--- src/rtl/mo_sweep_pkg.sv ---
// mo_sweep_pkg
// Shared types and constants for the multi-output evaluator sweep controller.
//   sweep_state_e : controller FSM states
//   NVEC / IDX_W  : number of input vectors and width of a vector index
//   ALPHA/BETA/GAMMA : positions of each function inside the packed mask/err fields
package mo_sweep_pkg;

    typedef enum logic [1:0] {
        IDLE   = 2'd0,
        APPLY  = 2'd1,
        SAMPLE = 2'd2,
        RESP   = 2'd3
    } sweep_state_e;

    localparam int NVEC  = 16;
    localparam int IDX_W = 4;

    localparam int ALPHA = 0;
    localparam int BETA  = 1;
    localparam int GAMMA = 2;

endpackage

--- src/rtl/mo_sweep_index.sv ---
// mo_sweep_index
// Vector index register for the sweep controller.
// Ports:
//   clk, rst_n  : clock, asynchronous active-low reset
//   load        : load idx from start_idx and latch end_idx
//   start_idx   : first vector of the sweep
//   end_idx     : last vector of the sweep (inclusive)
//   step        : advance idx by one, wrapping 15 -> 0
//   clear       : force idx to 0 (abort); takes priority over load/step
//   idx         : current vector index
//   last        : idx equals the latched end index
module mo_sweep_index
    import mo_sweep_pkg::*;
(
    input  logic             clk,
    input  logic             rst_n,
    input  logic             load,
    input  logic [IDX_W-1:0] start_idx,
    input  logic [IDX_W-1:0] end_idx,
    input  logic             step,
    input  logic             clear,
    output logic [IDX_W-1:0] idx,
    output logic             last
);

    logic [IDX_W-1:0] end_q;

    // The natural 4-bit overflow gives the 15 -> 0 wrap for reversed ranges.
    always_ff @(posedge clk or negedge rst_n) begin
        if (!rst_n) begin
            idx   <= '0;
            end_q <= '0;
        end else if (clear) begin
            idx   <= '0;
        end else if (load) begin
            idx   <= start_idx;
            end_q <= end_idx;
        end else if (step) begin
            idx   <= idx + 1'b1;
        end
    end

    assign last = (idx == end_q);

endmodule

--- src/rtl/mo_sweep_controller.sv ---
// mo_sweep_controller
// Sweeps a range of 4-bit input vectors over the A,B,C,D -> Falpha,Fbeta,Fgamma
// evaluator, builds a 16-bit minterm mask per function, optionally compares the
// masks against expected ones, and returns the result on a response handshake.
// Ports:
//   clk, rst_n        : clock, asynchronous active-low reset
//   req_valid/ready   : sweep request handshake (ready only in IDLE)
//   req_start/end     : first/last vector index {A,B,C,D}, A = MSB, inclusive
//   req_chk_en        : compare against req_exp
//   req_exp           : expected masks {gamma,beta,alpha}
//   abort             : drop the sweep in APPLY/SAMPLE, no response
//   eval_a..eval_d    : registered evaluator inputs
//   f_alpha..f_gamma  : evaluator outputs, sampled in SAMPLE
//   rsp_valid/ready   : result handshake
//   rsp_mask          : {gamma,beta,alpha} masks, bit i = output at vector i
//   rsp_count         : vectors evaluated, 1..16
//   rsp_err           : {gamma,beta,alpha} sticky mismatch flags
//   busy              : controller not idle
//   dbg_state         : current FSM state encoding
//
// Handshakes: a transfer happens on a rising edge where valid and ready are
// both 1. The producer holds valid and payload stable until that edge; ready
// may depend on state but never on valid.
module mo_sweep_controller
    import mo_sweep_pkg::*;
#(
    parameter int SETTLE_CYCLES = 2
) (
    input  logic         clk,
    input  logic         rst_n,
    input  logic         req_valid,
    output logic         req_ready,
    input  logic [3:0]   req_start,
    input  logic [3:0]   req_end,
    input  logic         req_chk_en,
    input  logic [47:0]  req_exp,
    input  logic         abort,
    output logic         eval_a,
    output logic         eval_b,
    output logic         eval_c,
    output logic         eval_d,
    input  logic         f_alpha,
    input  logic         f_beta,
    input  logic         f_gamma,
    output logic         rsp_valid,
    input  logic         rsp_ready,
    output logic [47:0]  rsp_mask,
    output logic [4:0]   rsp_count,
    output logic [2:0]   rsp_err,
    output logic         busy,
    output logic [1:0]   dbg_state
);

    localparam logic [3:0] SETTLE_LAST = 4'(SETTLE_CYCLES - 1);

    sweep_state_e             state_q, state_d;
    logic [3:0]               settle_q;
    logic                     chk_en_q;
    logic [2:0][NVEC-1:0]     exp_q;
    logic [2:0][NVEC-1:0]     mask_q;
    logic [4:0]               count_q;
    logic [2:0]               err_q;
    logic                     rsp_valid_q;

    logic [IDX_W-1:0]         idx;
    logic                     idx_last;
    logic                     accept;
    logic                     abort_hit;
    logic                     sample_hit;

    assign accept     = (state_q == IDLE) && req_valid;
    // Abort only matters while vectors are being driven; in RESP the result is kept.
    assign abort_hit  = abort && ((state_q == APPLY) || (state_q == SAMPLE));
    assign sample_hit = (state_q == SAMPLE) && !abort;

    mo_sweep_index u_index (
        .clk       (clk),
        .rst_n     (rst_n),
        .load      (accept),
        .start_idx (req_start),
        .end_idx   (req_end),
        .step      (sample_hit && !idx_last),
        .clear     (abort_hit),
        .idx       (idx),
        .last      (idx_last)
    );

    always_ff @(posedge clk or negedge rst_n) begin
        if (!rst_n) state_q <= IDLE;
        else        state_q <= state_d;
    end

    always_comb begin
        state_d = state_q;
        case (state_q)
            IDLE:   if (req_valid) state_d = APPLY;
            APPLY: begin
                if (abort)                        state_d = IDLE;
                else if (settle_q == SETTLE_LAST) state_d = SAMPLE;
            end
            SAMPLE: begin
                if (abort)         state_d = IDLE;
                else if (idx_last) state_d = RESP;
                else               state_d = APPLY;
            end
            RESP:   if (rsp_valid_q && rsp_ready) state_d = IDLE;
            default: state_d = IDLE;
        endcase
    end

    // Settle counter restarts every time APPLY is entered.
    always_ff @(posedge clk or negedge rst_n) begin
        if (!rst_n)                                     settle_q <= '0;
        else if (state_q == APPLY && state_d == APPLY) settle_q <= settle_q + 4'd1;
        else                                            settle_q <= '0;
    end

    always_ff @(posedge clk or negedge rst_n) begin
        if (!rst_n) begin
            chk_en_q <= 1'b0;
            exp_q    <= '0;
            mask_q   <= '0;
            count_q  <= '0;
            err_q    <= '0;
        end else if (accept) begin
            chk_en_q <= req_chk_en;
            exp_q    <= req_exp;
            mask_q   <= '0;
            count_q  <= '0;
            err_q    <= '0;
        end else if (sample_hit) begin
            mask_q[ALPHA][idx] <= f_alpha;
            mask_q[BETA][idx]  <= f_beta;
            mask_q[GAMMA][idx] <= f_gamma;
            count_q            <= count_q + 5'd1;
            if (chk_en_q && (f_alpha != exp_q[ALPHA][idx])) err_q[ALPHA] <= 1'b1;
            if (chk_en_q && (f_beta  != exp_q[BETA][idx]))  err_q[BETA]  <= 1'b1;
            if (chk_en_q && (f_gamma != exp_q[GAMMA][idx])) err_q[GAMMA] <= 1'b1;
        end
    end

    // rsp_valid is registered off RESP, so it rises one cycle after the last
    // sample and drops on the edge that completes the handshake.
    always_ff @(posedge clk or negedge rst_n) begin
        if (!rst_n)                          rsp_valid_q <= 1'b0;
        else if (rsp_valid_q && rsp_ready)   rsp_valid_q <= 1'b0;
        else if (state_q == RESP)            rsp_valid_q <= 1'b1;
    end

    assign req_ready = (state_q == IDLE);
    assign busy      = (state_q != IDLE);
    assign dbg_state = state_q;
    assign rsp_valid = rsp_valid_q;
    assign rsp_mask  = mask_q;
    assign rsp_count = count_q;
    assign rsp_err   = err_q;
    assign eval_a    = idx[3];
    assign eval_b    = idx[2];
    assign eval_c    = idx[1];
    assign eval_d    = idx[0];

endmodule

--- config.mk ---
export PLATFORM = sky130hd
export DESIGN_NAME = mo_sweep_controller
export DESIGN_NICKNAME = d
export VERILOG_FILES = /design/src/rtl/mo_sweep_pkg.sv /design/src/rtl/mo_sweep_index.sv /design/src/rtl/mo_sweep_controller.sv
export SDC_FILE = /design/constraint.sdc
export NUM_CORES = 1
export LEC_CHECK = 0
export BUFFER_PORTS_ARGS = -buffer_cell sky130_fd_sc_hd__buf_2
export CORE_MARGIN = 1.5
export CORE_UTILIZATION = 40
export CTS_CLUSTER_SIZE = 14
export DETAILED_ROUTE_END_ITERATION = 10
export PLACE_DENSITY = 0.58
export SYNTH_ARGS = -nofsm -noshare
export SYNTH_HDL_FRONTEND = slang
export SYNTH_SLANG_ARGS = --single-unit
--- constraint.sdc ---
create_clock -name clk -period 2.48 [get_ports clk]
set_input_delay 0.372 -clock clk [delete_from_list [all_inputs] [get_ports clk]]
set_output_delay 0.372 -clock clk [all_outputs]
set_load 0.01 [all_outputs]
==> Word-level counts from Yosys, hierarchy flattened <==
Cells that the tools add are included.
{ "word_totals": {"in_bits": 65, "wordCells": 89, "ff_bits": 120, "output_inout_bits": 65} }
{ "classes": {"addsub": 3, "mux": 33, "reduce_logical": 25, "n_lt_le_gt_ge": 2, "n_bitwise": 1, "n_eq_ne": 9} }
{ "op_table": {"columns": ["cell", "count"], "rows": [
  ["48-bit 2-to-1 mux", 2],
  ["16-bit bitwise mux", 3],
  ["4-bit 2-to-1 mux", 4],
  ["1-bit binary-select mux with 4-bit select", 3],
  ["2-bit 2-to-1 mux", 6],
  ["2-bit nonzero test", 6],
  ["1-bit logical AND", 10],
  ["5-bit 2-to-1 mux", 2],
  ["1-bit 2-to-1 mux", 9],
  ["4-bit by 1-bit adder with 4-bit output, second input constant", 2],
  ["2-bit case mux with 4 select lines", 1],
  ["2-bit AND reduction", 4],
  ["3-bit 2-to-1 mux", 2],
  ["5-bit by 1-bit adder with 5-bit output, second input constant", 1],
  ["4-bit by 5-bit less-than comparator with 1-bit output, second input constant", 1],
  ["1-bit demux with 4-bit select", 1],
  ["2-bit by 1-bit equality test with 1-bit output, second input constant", 2],
  ["2-bit equality test, second input constant", 2],
  ["4-bit by 1-bit equality test with 1-bit output, second input constant", 1],
  ["4-bit equality test", 1],
  ["4-bit by 1-bit greater-or-equal comparator with 1-bit output, second input constant", 1],
  ["1-bit != test", 3],
  ["3-bit nonzero test", 1],
  ["1-bit logical NOT", 2],
  ["3 further kinds", 3]
]} }

==> Longest topological paths before layout <==
{ "depth": {"ltp_word": 7, "ltp_mapped": 9} }

==> Cells and area by module <==
A second synthesis with hierarchy kept.
{ "hier_totals": {"hier_cells": 563, "hier_area_um2": 5594.1} }
{ "modules_own_cells": {"columns": ["module", "n_inst", "area_per_inst_um2", "seq_area_each_um2", "cells_per_inst"], "rows": [
  ["mo_sweep_controller", 1, 5147.4, 2802.7, 527],
  ["mo_sweep_index", 1, 446.7, 200.2, 36]
]} }

==> Worst setup path before layout <==
No wires, ideal clock.
{ "synth_timing": {"path_kind": "reg-to-reg", "from": "reg state_q[0] (netlist: dbg_state[0])", "to": "reg mask_q, in the netlist rsp_mask[0]", "arrival_time_ns": 1.911, "setup_time_ns": 0.132, "stages_incl_launch_ff": 8, "path_slack_ns": 0.437, "cell_sequence": "dfrtp_1 inv_1 ha_1 and2_1 clkbuf_1 clkbuf_1 clkbuf_1 nor2_1"} }
{ "synth_between": {"elab_chain_len": 3, "word_cells_on_any_way": 6, "cone_classes": "eq/ne (1); mux (1); reduce/logical (4)"} }
{ "synth_rtl": {"columns": ["item", "line_no", "source"], "rows": [
  ["from (decl)", "mo_sweep_controller.sv:56", "sweep_state_e state_q, state_d;"],
  ["from (signal assigned)", "mo_sweep_controller.sv:90", "else state_q <= state_d;"],
  ["2-bit logical NOT *", null, null],
  ["named net req_ready", "mo_sweep_controller.sv:32", "output logic req_ready,"],
  ["1-bit logical AND *", "mo_sweep_controller.sv:71", "assign accept = (state_q == IDLE) && req_valid;"],
  ["48-bit 2-to-1 mux / 2-bit nonzero test (equally long branches)", null, null],
  ["to (signal, indexed assignment)", "mo_sweep_controller.sv:132", "mask_q[ALPHA][idx] <= f_alpha;"],
  ["to (signal, indexed assignment)", "mo_sweep_controller.sv:133", "mask_q[BETA][idx] <= f_beta;"],
  ["to (signal, indexed assignment)", "mo_sweep_controller.sv:134", "mask_q[GAMMA][idx] <= f_gamma;"],
  ["to (decl)", "mo_sweep_controller.sv:60", "logic [2:0][NVEC-1:0] mask_q;"]
]} }
The timed path passes the listed nets; every way through them passes the cells marked *.
A chain may end at the register's enable or synchronous reset.

==> Worst setup path after layout <==
{ "layout_timing": {"from": "reg state_q[0] (netlist: dbg_state[0])", "to": "reg settle_q[2]"} }
{ "layout_between": {"elab_chain_len": 6, "word_cells_on_any_way": 12, "cone_classes": "eq/ne (4); mux (6); reduce/logical (2)"} }
{ "layout_rtl": {"columns": ["item", "line_no", "source"], "rows": [
  ["2-bit 2-to-1 mux", "mo_sweep_controller.sv:99", "else if (settle_q == SETTLE_LAST) state_d = SAMPLE;"],
  ["2-bit 2-to-1 mux", "mo_sweep_controller.sv:98", "if (abort) state_d = IDLE;"],
  ["2-bit case mux with 4 select lines", "mo_sweep_controller.sv:95", "case (state_q)"],
  ["2-bit by 1-bit equality test with 1-bit output", "mo_sweep_controller.sv:114", "else if (state_q == APPLY && state_d == APPLY) settle_q <= settle_q + 4'd1;"],
  ["1-bit logical AND *", "mo_sweep_controller.sv:114", null],
  ["4-bit 2-to-1 mux *", "mo_sweep_controller.sv:114", null],
  ["to (signal assigned)", "mo_sweep_controller.sv:114", null],
  ["to (decl)", "mo_sweep_controller.sv:57", "logic [3:0] settle_q;"]
]} }
Every way passes the cells marked *; elsewhere a longest branch is shown, timed or not.

==> flow_summary.ini <==
[power]
leakagePower_uw = 0.00376
peakVddDrop_mv = 0.597
power.density_nw_per_um2 = 1140

[setup_path]
r2r_slack_ns = 0.42
timing.rr.start = dbg_state[0]
crit_fanout = 7
worstReg2RegEnd = settle_q[2]
worstPathRequired_ns = 2.77
start_kind = flip-flop
setup.worst_path.start = dbg_state[0]
r2r_cells = 6
cp.arrival_ns = 2.35
crit_type = reg -> reg
worst_setup_path_end_kind = flip-flop

[synth]
seq_area_frac_synth = 0.530
netlist_instances = 587
yosys-top-cells-area = dfrtp_1, nand2_1, mux4_1
synth_ff_type = dfrtp_1
synth_edf_count = 0
synth_area_per_cell_um2 = 9.66
synth_area_um2 = 5670
synthArstFlopShare = 1.00
yosysTopAreaCell = dfrtp_1
synth_fp_nets = 663
yosysUniqueCellTypes = 44
synth.top_cell.area_share = 0.530
yosys_warnings = 0
synth-seq-cells = 120

[layout]
fillers = 1320
multi_input_area_um2 = 2470
area_delta_synth_final_pct = 26.2
fin_nets = 784
instances_no_fill = 901
regArea_um2 = 3000
n_antenna_cell = 0
layout_common_cells = nand2_1, buf_2, dfrtp_1
final_common_cell = nand2_1
drive_above_1_share = 0.255

[sta]
period_minus_slack_ns = 2.06
max_slew.worst_pin.slew_ns = 0.556
setup_tns_ns = 0
period_share = 0.829
drv_slew = 0
setup_ws_ns = 0.424
fmaxAchievable_mhz = 486
hold_viol_final = 0
finalSetupViolCount = 0
slew_headroom = 0.628
fin_worst_skew_ns = 0.00567
rsz0062_at_grt = no

[cts]
cts_resized = 0
path_clk_slew_ns = 0.05
clkLatencyLatePin_ns = 0.42
clock_path_buffers = 2
htree_levels = 4
tritoncts = built
cts_root_buffer = clkbuf_16
cts-buffers-inserted = 17
cts_sinks = 120

[floorplan]
coreArea_um2 = 13900
die_h_um = 122
num_rows = 43
fp.dieW_um = 122
start_util = 0.408
pin_count = 130
die-area_um2 = 14900

[grt]
grt_pass1_vias = 4550
grt.overflow.total = 0
grt_util_all_layers = 0.207
grt_max_degree = 63
grt_pass1_wl_um = 23400
antenna_found_initial = 0

[worst_hold_path]
min_path_cells = 3
holdPathEnd = exp_q[43]
hold_path_class = in -> reg
worstHoldStart = req_exp[43]

[run_status]
status = finished, final reports clean

[drt]
dr.pass1.iters = 4
wl_um = 14500
viasPerCell = 5.19
num_vias = 4676
drc = 0
ant_nets = 0
avgRoutedWirePerCell_um = 16.1
drt_iter0_drc = 251

[placed_design]
numPortBuffers = 129
dp_hpwl_um = 10200
place_ws_ns = 0.423
routabilityCongestion = 0.792
dp_cells = 868

[flow_run]
drv_cap = 0
## per-layer routing
layer  vias up  GRT usage  routed length, um
met2       140      0.334               7030
met1      2288      0.269               6510
li1       2226          -                  -
met3        22     0.0459                691
met4         0     0.0923                313
met5         -          0                  0
## kinds of logic after synthesis
logic type               after synthesis  synth area share
AND/OR/NAND/NOR                      257             0.185
flip-flops                           120             0.530
buffers and inverters                 47            0.0353
multiplexers                          32            0.0900
adder cells (fa/ha/maj)               11            0.0243
XOR/XNOR                              10            0.0188
AO/OA/AOI/OAI                        110             0.117
## report_power, final
group / total [uW] / switching (uW) / internal [uW]
clock: 2670 / 884 / 1790
sequential: 2980 / 452 / 2530
combinational: 2510 / 1430 / 1070
## registers in the layout, indices dropped and copies added, names as in the netlist
signal and count:
chk_en_q 1, dbg_state 2, exp_q 48, rsp_count 5, rsp_err 3, rsp_mask 48
rsp_valid 1, settle_q 4, u_index.end_q 4, u_index.idx 4
## worst max path at each step
| stage | endpoint | depth (start not counted) | slack [ns] |
|---|---|---|---|
| finish | settle_q[2] | 6 | 0.42 |
| global route | settle_q[2] | 6 | 0.29 |
| detailed placement | settle_q[2] | 6 | 0.42 |
| global placement | settle_q[1] | 6 | 0.50 |
| floorplan | rsp_mask[0] | 7 | 0.44 |
| CTS | settle_q[2] | 6 | 0.41 |
## area by class of cell
| cell class | instances | share of cell area |
|---|---|---|
| repair buffers | 141 | 0.109 |
| clock inverters | 10 | 0.0231 |
| clock buffers | 22 | 0.0677 |
| flip-flops and latches | 120 | 0.420 |
| inverters | 8 | 0.00420 |
| multi-input cells | 420 | 0.345 |
| well taps | 180 | 0.0315 |
## synth_stat cells, drive strengths merged (3+ instances only)
cell type    n
a22oi        7
nor2b        3
nand3b       5
xor2         8
nor2        30
buf          8
o21ai       41
mux4        12
and2         3
inv          8
dfrtp      120
mux2         5
and3         6
ha          11
clkbuf      31
mux2i       15
a21oi       41
nand2      194
a211o        3
nand3        6
a2111oi      7
nand2b       4
## through the flow
stage	util	hold WS [ns]	power, uW	cell area (um2)
2_1_floorplan	-	0.0764	4670	5670
3_3_place_gp	0.468	0.386	5430	6500
3_5_place_dp	0.468	0.393	5540	6500
4_1_cts	0.516	0.132	8240	7160
5_1_grt	0.516	0.144	8680	7160
6_report	0.516	0.143	8160	7160
## worst max-delay path: stages (launching register included)
cell and delay (ns):
dfrtp_1 0.43, inv_1 0.09, ha_1 0.28, nor2b_1 0.17, buf_4 0.16, a2111o_1 0.44
a2111oi_1 0.36
## what timing repair did
action | 4_1_cts | 5_1_grt
hold buffers | 1 | 0
hold endpoints to repair | 37 | 0
buffers inserted | 0 | 0
No activity file was read; power rests on OpenSTA's default activity.
